**config.mk**
```make
export PLATFORM = sky130hd
export DESIGN_NAME = cga_alu_dbr_queue
export DESIGN_NICKNAME = d
export VERILOG_FILES = /design/src/rtl/cga_alu_dbr_queue.sv
export SDC_FILE = /design/constraint.sdc
export NUM_CORES = 1
export LEC_CHECK = 0
export BUFFER_PORTS_ARGS = -buffer_cell sky130_fd_sc_hd__clkbuf_2
export CORE_MARGIN = 4
export CORE_UTILIZATION = 57
export DETAILED_ROUTE_END_ITERATION = 8
export GPL_TIMING_DRIVEN = 0
export PLACE_DENSITY_LB_ADDON = 0.12
export SETUP_SLACK_MARGIN = 0.02
export SLEW_MARGIN = 20
export SYNTH_ARGS = -nofsm -noshare
export SYNTH_HDL_FRONTEND = slang
export SYNTH_SLANG_ARGS = --single-unit
```
**constraint.sdc**
```tcl
create_clock -name ALUCLK -period 2.9 [get_ports ALUCLK]
set_clock_uncertainty 0.05 [all_clocks]
set_input_delay 0.58 -clock ALUCLK [delete_from_list [all_inputs] [get_ports ALUCLK]]
set_output_delay 0.58 -clock ALUCLK [all_outputs]
set_load 0.05 [all_outputs]
```
**src/rtl/cga_alu_dbr_queue.sv**
```systemverilog
// -----------------------------------------------------------------------------
// cga_alu_dbr_queue
//   Data bus register queue for the CGA ALU. This is a WIDTH x DEPTH FIFO that
//   is loaded from the CD bus. A word can be byte-swapped as it is stored.
//   The queue has a synchronous flush and two sticky error flags, one for
//   overflow and one for underflow. The head entry drives the ALU-side DBR
//   output.
//
// Ports
//   ALUCLK     in   clock; all state changes on the rising edge
//   RESETN     in   synchronous active-low reset
//   CD_15_0    in   CD bus data to load
//   LDDBRN     in   active-low push request
//   RDDBRN     in   active-low pop request
//   SWAPB      in   exchange the two bytes on store
//   FLUSHN     in   active-low synchronous flush (also clears flags)
//   CLRFLGN    in   active-low synchronous clear of the sticky flags
//   DBR_15_0   out  head entry, zero when empty
//   DBR_EMPTY  out  occupancy == 0
//   DBR_FULL   out  occupancy == DEPTH
//   DBR_CNT    out  occupancy 0..DEPTH
//   DBR_OVF    out  sticky: a push was dropped
//   DBR_UNF    out  sticky: a pop was issued on an empty queue
// -----------------------------------------------------------------------------
module cga_alu_dbr_queue #(
    parameter int WIDTH = 16,
    parameter int DEPTH = 4,
    parameter int CW    = $clog2(DEPTH) + 1
) (
    input  logic             ALUCLK,
    input  logic             RESETN,
    input  logic [WIDTH-1:0] CD_15_0,
    input  logic             LDDBRN,
    input  logic             RDDBRN,
    input  logic             SWAPB,
    input  logic             FLUSHN,
    input  logic             CLRFLGN,
    output logic [WIDTH-1:0] DBR_15_0,
    output logic             DBR_EMPTY,
    output logic             DBR_FULL,
    output logic [CW-1:0]    DBR_CNT,
    output logic             DBR_OVF,
    output logic             DBR_UNF
);

    localparam int PW = $clog2(DEPTH);

    logic [WIDTH-1:0] mem_q [DEPTH];
    logic [PW-1:0]    rd_ptr_q, rd_ptr_d;
    logic [PW-1:0]    wr_ptr_q, wr_ptr_d;
    logic [CW-1:0]    cnt_q, cnt_d;
    logic             ovf_q, ovf_d;
    logic             unf_q, unf_d;

    logic             empty, full;
    logic             push, pop;
    logic             ovf_set, unf_set;
    logic [WIDTH-1:0] wdata;

    // The status outputs are decoded from the count register only, so they
    // never depend combinationally on the request inputs.
    assign empty = (cnt_q == '0);
    assign full  = (cnt_q == CW'(DEPTH));

    // A pop is accepted only when the queue holds data. A push is accepted
    // when there is room, or when a pop in the same cycle frees the head slot.
    // There is no empty-queue bypass: a push and a pop on an empty queue
    // store the word and flag an underflow.
    assign pop     = ~RDDBRN & ~empty;
    assign push    = ~LDDBRN & (~full | pop);
    assign ovf_set = ~LDDBRN & full & ~pop;
    assign unf_set = ~RDDBRN & empty;

    assign wdata = SWAPB ? {CD_15_0[WIDTH/2-1:0], CD_15_0[WIDTH-1:WIDTH/2]}
                         : CD_15_0;

    always_comb begin
        rd_ptr_d = rd_ptr_q;
        wr_ptr_d = wr_ptr_q;
        cnt_d    = cnt_q;
        if (push) wr_ptr_d = wr_ptr_q + PW'(1);
        if (pop)  rd_ptr_d = rd_ptr_q + PW'(1);
        if (push && !pop)      cnt_d = cnt_q + CW'(1);
        else if (pop && !push) cnt_d = cnt_q - CW'(1);
        // When a set and a clear happen in the same cycle, the set wins.
        ovf_d = (ovf_q & CLRFLGN) | ovf_set;
        unf_d = (unf_q & CLRFLGN) | unf_set;
    end

    always_ff @(posedge ALUCLK) begin
        if (!RESETN || !FLUSHN) begin
            rd_ptr_q <= '0;
            wr_ptr_q <= '0;
            cnt_q    <= '0;
            ovf_q    <= 1'b0;
            unf_q    <= 1'b0;
        end else begin
            rd_ptr_q <= rd_ptr_d;
            wr_ptr_q <= wr_ptr_d;
            cnt_q    <= cnt_d;
            ovf_q    <= ovf_d;
            unf_q    <= unf_d;
        end
    end

    // The storage array has no reset. Its contents are hidden behind the
    // zero-gated output until they are written.
    always_ff @(posedge ALUCLK) begin
        if (RESETN && FLUSHN && push)
            mem_q[wr_ptr_q] <= wdata;
    end

    assign DBR_15_0  = empty ? '0 : mem_q[rd_ptr_q];
    assign DBR_EMPTY = empty;
    assign DBR_FULL  = full;
    assign DBR_CNT   = cnt_q;
    assign DBR_OVF   = ovf_q;
    assign DBR_UNF   = unf_q;

endmodule
```
## Yosys cells after proc, flatten, opt, wreduce, memory -nomap -nowiden

Memories as Yosys holds them, arrays and structs flattened. A register that Yosys moved wholly into a read port is not among the register bits.
Cells that the tools add are included.

- Logic and storage cells: 45
- Bits in registers: 9
- Output and inout bits: 23
- Memories kept: 1
- RAM bits: 64

- Mux-type cells: 8
- Equal/unequal tests: 1
- Reduce and logical (&&, ||, !) cells: 11
- Add/subtract/negate cells: 4
- Bitwise logic cells: 15

Memories:

| memory | depth | bits a word | read ports | clocked after memory_dff | write ports | RTL line | RTL |
|---|---|---|---|---|---|---|---|
| mem_q | 4 | 16 | 1 | 1 | 1 | 48 | `logic [WIDTH-1:0] mem_q [DEPTH];` |

Operator list:

| operator | count |
|---|---|
| $mux W16 | 2 |
| $and A1 B1 Y1 | 7 |
| $mux W3 | 2 |
| $not A1 Y1 | 5 |
| $add A2 B1 Y2 const B | 2 |
| $logic_and A1 B1 Y1 | 4 |
| $logic_not A1 Y1 | 4 |
| $mux W2 | 2 |
| $add A3 B1 Y3 const B | 1 |
| $eq A3 B3 Y1 const B | 1 |
| $logic_not A3 Y1 | 1 |
| $or A1 B1 Y1 | 3 |
| $sub A3 B1 Y3 const B | 1 |
| $mux W1 | 2 |
| $reduce_bool A2 Y1 | 1 |
| $logic_or A1 B1 Y1 | 1 |

## Longest topological paths before layout

Gate-level depths: netlist of the first run.

- Depth after elaboration: 9
- Depth in mapped cells: 9

## Worst setup path after synthesis of the first run

Ideal clock, no wire load.

- Path kind: register to register
- Start point: register cnt_q[1], in the netlist DBR_CNT[1]
- End point: register cnt_q[2], in the netlist DBR_CNT[2]
- Data arrival time: 2.490 ns
- Data required time: 2.779 ns
- Stages on the path, launching flop included: 10
- Setup slack: 0.289 ns
- Cells stage by stage: dfxtp_1 -> nor3_2 -> buf_4 -> or2_2 -> ha_1 -> inv_1 -> fa_1 -> xor2_1 -> or3_1 -> a21oi_1

- Longest elaborated chain between the ends: 8
- Elaborated cells on any way between the ends: 16

RTL lines:

| item | RTL line | RTL |
|---|---|---|
| from (decl) | 51 | `logic [CW-1:0] cnt_q, cnt_d;` |
| from (signal assigned) | 100 | `cnt_q <= cnt_d;` |
| $logic_not A3 Y1 (*) | 62 | `assign empty = (cnt_q == '0);` |
| named net DBR_EMPTY | 39 | `output logic DBR_EMPTY,` |
| $not A1 Y1 (*) | 69 | `assign pop = ~RDDBRN & ~empty;` |
| $and A1 B1 Y1 (*) | 69 |  |
| $or A1 B1 Y1 | 70 | `assign push = ~LDDBRN & (~full \| pop);` |
| $and A1 B1 Y1 | 70 |  |
| $logic_not A1 Y1 | 84 | `else if (pop && !push) cnt_d = cnt_q - CW'(1);` |
| $logic_and A1 B1 Y1 | 84 |  |
| $reduce_bool A2 Y1 (no line) | -- |  |

Mark *: on every way through the listed nets, which the timed path passes. The rest lies on a longest branch. The select of a mux whose other input is x is not followed.
A chain may end at the register's enable or synchronous reset.

==> results of run 1 <==
## worst register-to-register path, delay by kind of cell, from the launching register on
kind	cells	cell delay, ns
DFF	1	0.40
buffers and inverters	2	0.40
AOI/OAI and AO/OA	1	0.14
adders and majority gates	2	0.56
and+or+nand+nor	3	0.74
xor gates and xnor gates	1	0.16
## stage by stage
stage / util, % / hold WS (ns) / power (mW) / setup slack (ns)
floorplan: - / 0.4091 / 1.539 / 0.2889
global placement: 64.75 / 0.4129 / 1.624 / 0.3321
CTS: 68.50 / 0.4473 / 2.461 / 0.3459
detailed placement: 64.75 / 0.4392 / 1.640 / 0.2299
finish: 68.50 / 0.4464 / 2.447 / 0.3693
global route: 68.50 / 0.4917 / 2.530 / 0.1795
## where the power goes
| part | internal, mW | total (mW) | switching (mW) |
|---|---|---|---|
| Combinational | 0.130 | 0.403 | 0.273 |
| Clock | 0.477 | 0.835 | 0.358 |
| Sequential | 1.19 | 1.21 | 0.0144 |
## area by class of cell
| class | instances | area, um^2 |
|---|---|---|
| inverter | 4 | 15.01 |
| multi-input combinational | 92 | 1056 |
| clock buffer | 10 | 127.6 |
| sequential | 75 | 2142 |
| fill | 375 | 1745 |
| buffer | 8 | 63.81 |
| clock inverter | 6 | 80.08 |
| tap | 72 | 90.09 |
| timing repair buffer | 44 | 220.2 |
## registers in the layout (all words and copies together) (netlist names), named ones only
name / count
rd_ptr_q: 2
mem_q: 64
DBR_OVF: 1
wr_ptr_q: 2
DBR_CNT: 3
DBR_UNF: 1
## synthesized netlist by cell type (all sizes together), types with 2 or more instances
cell type and instances:
edfxtp 64, mux2 16, mux4 16, nor2b 16
dfxtp 11, buf 8, a21oi 6, ha 5
nor2 5, and3 4, inv 4, o21ai 4
or3 4, nand2 3, mux2i 2, xor2 2
## per-layer routing
layer	vias up	GRT usage (%)	share of wire, %
met4	0	7.895	1.9
met1	862	21.17	40
met3	10	3.653	4.0
met2	38	33.12	54
met5	-	0	0
li1	810	-	-
## how the worst min path moves through the flow
stage,start,to,slack (ns),depth (start not counted)
global route,CLRFLGN,DBR_OVF$_SDFF_PP0_,0.49,3
detailed placement,wr_ptr_q[1]$_SDFFE_PP0P_,wr_ptr_q[1]$_SDFFE_PP0P_,0.44,2
CTS,CLRFLGN,DBR_OVF$_SDFF_PP0_,0.45,3
global placement,DBR_OVF$_SDFF_PP0_,DBR_OVF$_SDFF_PP0_,0.41,2
finish,CLRFLGN,DBR_OVF$_SDFF_PP0_,0.45,3
floorplan,rd_ptr_q[1]$_SDFFE_PP0N_,register,0.41,2
## kinds of logic (layout without fill, tap and decap cells)
kind of cell | after synthesis | in the layout
flip-flops | 75 | 75
AND/OR/NAND/NOR | 39 | 39
multiplexers | 34 | 34
buffers and inverters | 12 | 72
AO/OA/AOI/OAI | 11 | 11
adder cells (fa/ha/maj) | 6 | 6
XOR/XNOR | 2 | 2
==> impl_metrics.csv, run 1 <==
group,metric,value,unit
placed_design,dp_cells,295,
drt,first_iter_violations,86,
logic_synthesis,synth.yosys.seq_area_share,65.37,%
sta,drv_slew,0,
grt,overflow,0,
setup_path,worstSetupEndpointType,"primary output",
sta,hold_viol,0,
sta,min_period,2.531,ns
setup_path,crit_chain,"buf_2 -> buf_2 -> mux4_2 -> nor2b_4 -> clkbuf_2",
logic_synthesis,synth_top_family_by_area,"multiplexers",
clocking,cts_buffers,9,
cells_and_area,final_cells,311,
logic_synthesis,syn-num-nets,208,
logic_synthesis,synth-edff-count,64,
setup_path,worst_path_most_repeated_cell,"buf_2",
setup_path,ff2ff_setup_slack,0.39,ns
floorplanning,fp-row-count,27,
pwr,pwr_density_cell,644.7,mW/mm^2
floorplanning,initial_core_util,59.15,%
cells_and_area,design_area,0.003795,mm^2
outcome,status,"completed",
sta,setup_viol,0,
setup_path,cp_slowest_cell,"mux4_2",
drt,dr_total_vias,1720,
logic_synthesis,synthAdderAreaFrac,2.520,%
placed_design,dpl.hpwl,4090,um
logic_synthesis,synth-seq-cells,75,
setup_path,crit_family,"buffers and inverters",
cells_and_area,drive_gt1_share,43.51,%
logic_synthesis,synth.avg_cell_area,18.31,um^2
grt,grt_pass1_wl,9570,um
logic_synthesis,synthSimpleGateAreaFrac,9.584,%
logic_synthesis,synth_top_area_share,58.65,%
logic_synthesis,muxShareOfSynthArea,17.79,%
clocking,cts.hold.buffers_added,0,
setup_path,worstSetupStartpointType,"register",
floorplanning,fp.dieW,83.82,um
drt,drc_errors,0,
clocking,postCtsSetupBuffers,0,
cells_and_area,n_antenna_cell,0,
floorplanning,io_pins,46,
clocking,clockRootBuffer,"clkbuf_8",
setup_path,worstPathRequired,2.27,ns
sta,tightest_slew,0.8816,ns
grt,grt_max_degree,17,
sta,slew_headroom,41.22,%
floorplanning,dieHeight,83.82,um
cells_and_area,layout_common_cells,"64 x edfxtp_1, 44 x clkbuf_2, 16 x mux2_2",
grt,grt_util_all_layers,18.38,%
setup_path,cp_max_fo,10,
drt,avgRoutedWirePerCell,19.02,um
clocking,path_clk_slew,0.07,ns
pwr,leakage,1.389,nW
clocking,cts_tree,"done",
placed_design,gp_congestion,0.7494,
grt,grt_pass1_vias,1864,
logic_synthesis,synth-warning-count,0,
hold_path,hold_class,"in -> reg",
clocking,clockBufferDepth,2,
floorplanning,dieArea,0.007026,mm^2
sta,rsz0062_at_grt,"no",
clocking,cts-resized-gates,0,
logic_synthesis,netlist_instances,179,
logic_synthesis,netlist_area,0.003277,mm^2
setup_path,arrival,1.90,ns
drt,finalWirelength,5914,um
setup_path,reg2reg_depth,9,
setup_path,path_depth,5,
setup_path,crit_buf_inv,3,
cells_and_area,final_common_cell,"edfxtp_1",
flow_run,cap_violations,0,
clocking,clk_latency,0.34,ns
floorplanning,coreArea,0.005540,mm^2
setup_path,setup.worst_path.class,"reg -> out",
cells_and_area,nets,263,
clocking,htreeDepth,3,
logic_synthesis,yosysTopAreaCell,"edfxtp_1",
pwr,ir_drop,467.4,uV
logic_synthesis,synth_compound_area_share,1.795,%
clocking,cts.sinks,75,
logic_synthesis,netlist_top_cells_area,"edfxtp_1 59%, mux4_2 6.9%, dfxtp_1 6.7%, mux2_2 5.5%, mux4_1 4.8%",
setup_path,critical_path.max_stage_delay,0.35,ns
setup_path,r2r_start,"DBR_CNT[1]$_SDFFE_PP0P_",
grt,antenna_found_initial,0,
drt,vias_per_cell,5.531,
placed_design,place_area,0.003587,mm^2
placed_design,portBuffers,44,
logic_synthesis,ys_types,31,
setup_path,r2r-end,"DBR_CNT[2]$_SDFFE_PP0P_",
logic_synthesis,synthXorXnorAreaFrac,0.5346,%
setup_path,critPathCapture,"DBR_15_0[8]",
sta,setup_tns,0,ns
sta,max_freq,395.1,MHz
drt,firstDrtPassIters,4,
logic_synthesis,synthFlopType,"edfxtp_1",
drt,antenna_left,0,
cells_and_area,syn_to_final_growth,15.81,%
sta,finalCritPeriodShare,87.27,%
logic_synthesis,ys_async_sr_fraction,0,%
Power figures use the tool's default switching activity.
==> inputs of run 2 (changes only) <==
==> config.mk (replaced) <==
export PLATFORM = sky130hd
export DESIGN_NAME = cga_alu_dbr_queue
export DESIGN_NICKNAME = d
export VERILOG_FILES = /design/src/rtl/cga_alu_dbr_queue.sv
export SDC_FILE = /design/constraint.sdc
export NUM_CORES = 1
export LEC_CHECK = 0
export BUFFER_PORTS_ARGS = -buffer_cell sky130_fd_sc_hd__buf_2
export CORE_MARGIN = 4
export CORE_UTILIZATION = 57
export DETAILED_ROUTE_END_ITERATION = 8
export GPL_TIMING_DRIVEN = 0
export PLACE_DENSITY_LB_ADDON = 0.12
export SETUP_SLACK_MARGIN = 0.02
export SYNTH_ARGS = -nofsm -noshare
export SYNTH_HDL_FRONTEND = slang
export SYNTH_SLANG_ARGS = --single-unit
==> run 2 against run 1 <==
Combinational power about the same. Flip-flop and latch count unchanged. Clock power decreased by 1%. Register-to-register slack lost 0.06 ns. Power fell by 0.50%. Die area did not move. Largest cell class unchanged. Largest power group unchanged. Highest routed layer unchanged.
==> impl_metrics.csv, run 2 (synthesis results as in run 1) <==
group,metric,value,unit
outcome,status,"completed",
cells_and_area,largest_register_ffs,64,
cells_and_area,top_register,"mem_q",
clocking,cts_tree,"done",
cells_and_area,syn_to_final_growth,15.73,%
drt,first_iter_violations,98,
flow_run,cap_violations,0,
setup_path,critical_path.max_stage_delay,0.40,ns
setup_path,reg2reg_depth,9,
drt,vias_per_cell,5.587,
grt,grt_util_all_layers,18.02,%
floorplanning,fp-row-count,27,
sta,tightest_slew,0.8779,ns
pwr,seqPwrFrac,49.6,%
sta,layout_setup_ws,0.3313,ns
setup_path,crit_chain,"nor3_2 -> buf_4 -> or2_2 -> ha_1 -> inv_1 -> fa_1 -> xor2_1 -> or3_1 -> a21oi_1",
floorplanning,dieArea,0.007026,mm^2
cells_and_area,fill_cells,353,
grt,antenna_found_initial,0,
sta,rsz0062_at_grt,"no",
sta,min_period,2.569,ns
sta,max_freq,389.3,MHz
hold_path,whs_path_depth,2,
clocking,cts-resized-gates,0,
sta,slew_headroom,41.47,%
floorplanning,dieHeight,83.82,um
placed_design,pre_cts_ws,0.2213,ns
setup_path,worstSetupEndpointType,"register",
drt,finalWirelength,5910,um
clocking,cts.hold.buffers_added,0,
cells_and_area,layout_common_cells,"64 x edfxtp_1, 49 x buf_2, 16 x mux2_2",
cells_and_area,drive_gt1_share,44.12,%
clocking,cts.sinks,75,
placed_design,dpl.hpwl,4087,um
drt,antenna_left,0,
hold_path,hold_class,"reg -> reg",
drt,firstDrtPassIters,4,
drt,drc_errors,0,
grt,grt_pass1_wl,9522,um
drt,dr_total_vias,1732,
clocking,clockRootBuffer,"clkbuf_8",
sta,hold_ws,0.4384,ns
pwr,leakage,1.400,nW
pwr,clock_power_share,33.9,%
sta,setup_tns,0,ns
pwr,ir_drop,391.7,uV
setup_path,cp_slowest_cell,"dfxtp_1",
pwr,power.switching,0.6361,mW
floorplanning,coreArea,0.005540,mm^2
sta,hold_viol,0,
pwr,power.share.switching,26.13,%
pwr,p_int,1.798,mW
cells_and_area,final_common_cell,"edfxtp_1",
clocking,htreeDepth,3,
grt,grt_max_degree,17,
grt,overflow,0,
clocking,path_clk_slew,0.07,ns
floorplanning,io_pins,46,
floorplanning,initial_core_util,59.15,%
clocking,clockBufferDepth,2,
setup_path,worstPathRequired,3.10,ns
placed_design,gp_congestion,0.7583,
cells_and_area,n_antenna_cell,0,
setup_path,cp_max_fo,10,
setup_path,worstSetupStartpointType,"register",
sta,drv_slew,0,
cells_and_area,nets,263,
setup_path,setup.worst_path.class,"reg -> reg",
clocking,clk_latency,0.33,ns
setup_path,arrival,2.77,ns
drt,avgRoutedWirePerCell,19.06,um
pwr,combPwrFrac,16.5,%
clocking,postCtsSetupBuffers,0,
sta,finalCritPeriodShare,88.58,%
clocking,cts_buffers,9,
sta,setup_viol,0,
pwr,pwr_density_cell,642.0,mW/mm^2
placed_design,portBuffers,44,
floorplanning,fp.dieW,83.82,um
grt,grt_pass1_vias,1855,
## run 2: cell types whose count changed in the layout (fill, tap and decap cells not counted)
cell / previous run / this run
buf_2: 5 / 49
clkbuf_2: 44 / 0
clkbuf_1: 1 / 0
clkinv_1: 2 / 1
clkinv_2: 1 / 2
## run 2: final cells by class
cell class	instances	area, um^2	share of cell area (%)
Multi-Input combinational cell	92	1056	27.85
Clock inverter	6	81.33	2.145
Buffer	8	63.81	1.683
Sequential cell	75	2142	56.48
Clock buffer	9	123.9	3.266
Inverter	4	15.01	0.3959
Timing Repair Buffer	44	220.2	5.807
Tap cell	72	90.09	2.375
## run 2: critical path, delay by kind of cell (launching register included)
kind / cells / cell delay (ns)
AOI/OAI and AO/OA: 1 / 0.16
xor gates and xnor gates: 1 / 0.16
adders and majority gates: 2 / 0.55
buffers and inverters: 2 / 0.40
DFF: 1 / 0.40
and+or+nand+nor: 3 / 0.77
## run 2: power groups by stage
| stage | logic (mW) | clock network (mW) | registers, mW |
|---|---|---|---|
| 2_1_floorplan | 0.293 | 0 | 1.25 |
| 3_3_place_gp | 0.394 | 0 | 1.23 |
| 3_5_place_dp | 0.407 | 0 | 1.23 |
| 4_1_cts | 0.407 | 0.833 | 1.21 |
| 5_1_grt | 0.430 | 0.883 | 1.21 |
| 6_report | 0.402 | 0.824 | 1.21 |
## run 2: per-stage QoR
stage          util [%]  area [um^2]  instances  total power, mW
2_1_floorplan         -         3277        179            1.539
3_3_place_gp      64.75         3587        295            1.624
3_5_place_dp      64.75         3587        295            1.639
4_1_cts           68.45         3792        310            2.449
5_1_grt           68.45         3792        310            2.523
6_report          68.45         3792        310            2.435
## run 2: per-layer routing
| metal | global-route usage [%] | vias to the layer above | wire, um | part of all wire, % |
|---|---|---|---|---|
| li1 | - | 806 | - | - |
| met1 | 21.57 | 873 | 2328 | 39 |
| met2 | 32.68 | 46 | 3242 | 55 |
| met3 | 3.159 | 7 | 274 | 4.6 |
| met4 | 6.140 | 0 | 65 | 1.1 |
| met5 | 0 | - | 0 | 0 |
## run 2: final timing paths
check                            endpoint               startpoint  slack (ns)
setup / recovery  DBR_CNT[2]$_SDFFE_PP0P_  DBR_CNT[1]$_SDFFE_PP0P_        0.33
hold / removal         DBR_OVF$_SDFF_PP0_       DBR_OVF$_SDFF_PP0_        0.44
setup reg to reg  DBR_CNT[2]$_SDFFE_PP0P_  DBR_CNT[1]$_SDFFE_PP0P_        0.33
hold reg to reg        DBR_OVF$_SDFF_PP0_       DBR_OVF$_SDFF_PP0_        0.44
==> inputs of run 3 (changes only) <==
--- a/config.mk
+++ b/config.mk
@@ -5,6 +5,7 @@
 export SDC_FILE = /design/constraint.sdc
 export NUM_CORES = 1
 export LEC_CHECK = 0
+export ABC_AREA = 1
 export BUFFER_PORTS_ARGS = -buffer_cell sky130_fd_sc_hd__buf_2
 export CORE_MARGIN = 4
 export CORE_UTILIZATION = 57
==> run 3 against run 2 <==
Hold slack worse by 0.024 ns. Highest routed layer unchanged. Synthesized cell count up 76%. Critical path depth down 3. Sequential power about the same. Fmax up 9.4%. Clock power down 6.4%.
==> impl_metrics.csv, run 3 <==
group,metric,value,unit
cells_and_area,nets,400,
sta,setup_tns,0,ns
setup_path,r2r_start,"DBR_CNT[0]$_SDFFE_PP0P_",
cells_and_area,layout_common_cells,"77 x nor2_1, 64 x edfxtp_1, 50 x buf_2",
cells_and_area,design_area,0.003844,mm^2
drt,firstDrtPassIters,5,
setup_path,worstSetupStartpointType,"register",
pwr,ir_drop,443.9,uV
hold_path,hp-start,"DBR_OVF$_SDFF_PP0_",
logic_synthesis,netlist_area,0.003326,mm^2
sta,finalCritPeriodShare,80.93,%
sta,rsz0062_at_grt,"no",
grt,grt_pass1_vias,2203,
cells_and_area,syn_to_final_growth,15.58,%
drt,drc_errors,0,
setup_path,reg2reg_depth,6,
logic_synthesis,syn-num-nets,344,
floorplanning,fp-row-count,27,
sta,hold_viol,0,
sta,hold_ws,0.4141,ns
grt,grt_pass1_wl,10830,um
clocking,clk_latency,0.34,ns
drt,vias_per_cell,5.257,
setup_path,setup.worst_path.class,"reg -> out",
logic_synthesis,synth.avg_cell_area,10.56,um^2
placed_design,dpl.hpwl,4728,um
drt,first_iter_violations,196,
sta,min_period,2.347,ns
drt,met2_length,3580,um
clocking,cts-resized-gates,0,
grt,antenna_found_initial,0,
logic_synthesis,ys_async_sr_fraction,0,%
drt,wl_met1,2891,um
setup_path,arrival,1.72,ns
clocking,cts_buffers,9,
flow_run,cap_violations,0,
grt,overflow,0,
pwr,pwr_density_cell,618.2,mW/mm^2
setup_path,worstPathRequired,2.27,ns
drt,top_layer_used,"met4",
placed_design,pre_cts_ws,0.5824,ns
floorplanning,fp.dieW,84.39,um
floorplanning,io_pins,46,
cells_and_area,drive_gt1_share,23.40,%
clocking,cts.hold.buffers_added,0,
logic_synthesis,synthFlopType,"edfxtp_1",
floorplanning,dieArea,0.007121,mm^2
clocking,clockRootBuffer,"clkbuf_8",
setup_path,cp_max_fo,10,
hold_path,min_to,"DBR_OVF$_SDFF_PP0_",
sta,layout_setup_ws,0.5530,ns
setup_path,ff2ff_setup_slack,0.79,ns
logic_synthesis,yosys-top-cells-count,"81 x nor2_1, 64 x edfxtp_1, 32 x a21oi_1",
cells_and_area,top_register,"mem_q",
pwr,leakage,1.522,nW
setup_path,r2r-end,"mem_q[1][5]$_DFFE_PP_",
logic_synthesis,synth-edff-count,64,
logic_synthesis,netlist_instances,315,
sta,max_freq,426.1,MHz
drt,antenna_left,0,
logic_synthesis,synth-seq-cells,75,
cells_and_area,n_antenna_cell,0,
logic_synthesis,ys_types,24,
grt,grt_max_degree,17,
cells_and_area,largest_register_ffs,64,
drt,avgRoutedWirePerCell,15.77,um
logic_synthesis,synth_top_area_share,57.79,%
logic_synthesis,yosysMostFrequentCell,"nor2_1",
floorplanning,initial_core_util,59.66,%
floorplanning,dieHeight,84.39,um
floorplanning,coreArea,0.005574,mm^2
sta,setup_viol,0,
logic_synthesis,synth.yosys.seq_area_share,64.41,%
logic_synthesis,synth-warning-count,0,
clocking,cts_tree,"done",
drt,dr_wl_met3,546,um
clocking,postCtsSetupBuffers,0,
setup_path,worstSetupEndpointType,"primary output",
clocking,clockBufferDepth,2,
clocking,path_clk_slew,0.08,ns
pwr,power,2.376,mW
drt,finalWirelength,7063,um
logic_synthesis,netlist_top_cells_area,"edfxtp_1 58%, nor2_1 9.1%, dfxtp_1 6.6%, a21oi_1 4.8%, o21ai_1 4.5%",
outcome,status,"completed",
placed_design,place_area,0.003651,mm^2
placed_design,portBuffers,45,
grt,grt_util_all_layers,20.35,%
clocking,cts.sinks,75,
drt,dr_total_vias,2355,
sta,slew_headroom,34.95,%
sta,tightest_slew,0.9746,ns
sta,drv_slew,0,
hold_path,whs_path_depth,2,
placed_design,gp_congestion,0.7706,
clocking,htreeDepth,3,
logic_synthesis,yosysTopAreaCell,"edfxtp_1",
hold_path,hold_class,"reg -> reg",
cells_and_area,final_common_cell,"nor2_1",
-- run 3: changes by cell type after synthesis, sizes merged, moves of 6 or more --
cell | previous run | this run
nor2 | 5 | 82
mux2 | 16 | 0
mux4 | 16 | 0
nor2b | 16 | 0
buf | 8 | 14
o21ai | 4 | 40
nand3 | 0 | 6
inv | 4 | 28
nand2 | 3 | 29
a21oi | 6 | 32
-- run 3: per-layer routing --
layer | vias to the layer above | GRT usage (%)
li1 | 1178 | -
met1 | 1104 | 26.04
met2 | 68 | 33.79
met3 | 5 | 5.299
met4 | 0 | 7.050
met5 | - | 0
-- run 3: layout make-up --
type | instances | area, um^2
timing repair buffer | 45 | 225.2
buffer | 14 | 136.4
clock inverter | 7 | 68.82
fill | 406 | 1730
inverter | 28 | 112.6
clock buffer | 9 | 123.9
tap | 72 | 90.09
multi-input combinational | 198 | 944.7
sequential | 75 | 2142
-- run 3: cell families after synthesis --
group                    after synthesis  share of synthesized area, %
XOR/XNOR                               1                        0.2634
AND/OR/NAND/NOR                      119                         14.52
flip-flops                            75                         64.41
adder cells (fa/ha/maj)                6                         2.483
buffers and inverters                 42                         7.487
AO/OA/AOI/OAI                         72                         10.84
-- run 3: worst max-delay path, cell delays in order (launching register included) --
cell,delay (ns)
dfxtp_1,0.31
buf_6,0.14
inv_4,0.06
buf_2,0.24
o21ai_1,0.10
a21oi_1,0.22
buf_2,0.31
-- run 3: worst max-delay path by stage --
stage	from	endpoint	slack [ns]
after floorplan	DBR_CNT[1]$_SDFFE_PP0P_	DBR_15_0[10]	0.33
after global routing	register	DBR_15_0[9]	0.48
after global placement	RESETN	mem_q[0][12]$_DFFE_PP_	0.16
after detailed placement	RESETN	mem_q[1][5]$_DFFE_PP_	0.58
after CTS	register	DBR_15_0[1]	0.56
final	register	DBR_15_0[1]	0.55
-- run 3: stage by stage --
stage          instances  utilization, %
2_1_floorplan        315               -
3_3_place_gp         432           65.32
3_5_place_dp         432           65.50
4_1_cts              448           68.96
5_1_grt              448           68.96
6_report             448           68.96
-- run 3: where the power goes --
| group | internal, mW | total (mW) | leakage [nW] | switching, mW |
|---|---|---|---|---|
| logic | 0.102 | 0.397 | 0.759 | 0.295 |
| registers | 1.20 | 1.21 | 0.667 | 0.0126 |
| clock network | 0.393 | 0.771 | 0.0950 | 0.377 |
| total | 1.69 | 2.38 | 1.52 | 0.685 |
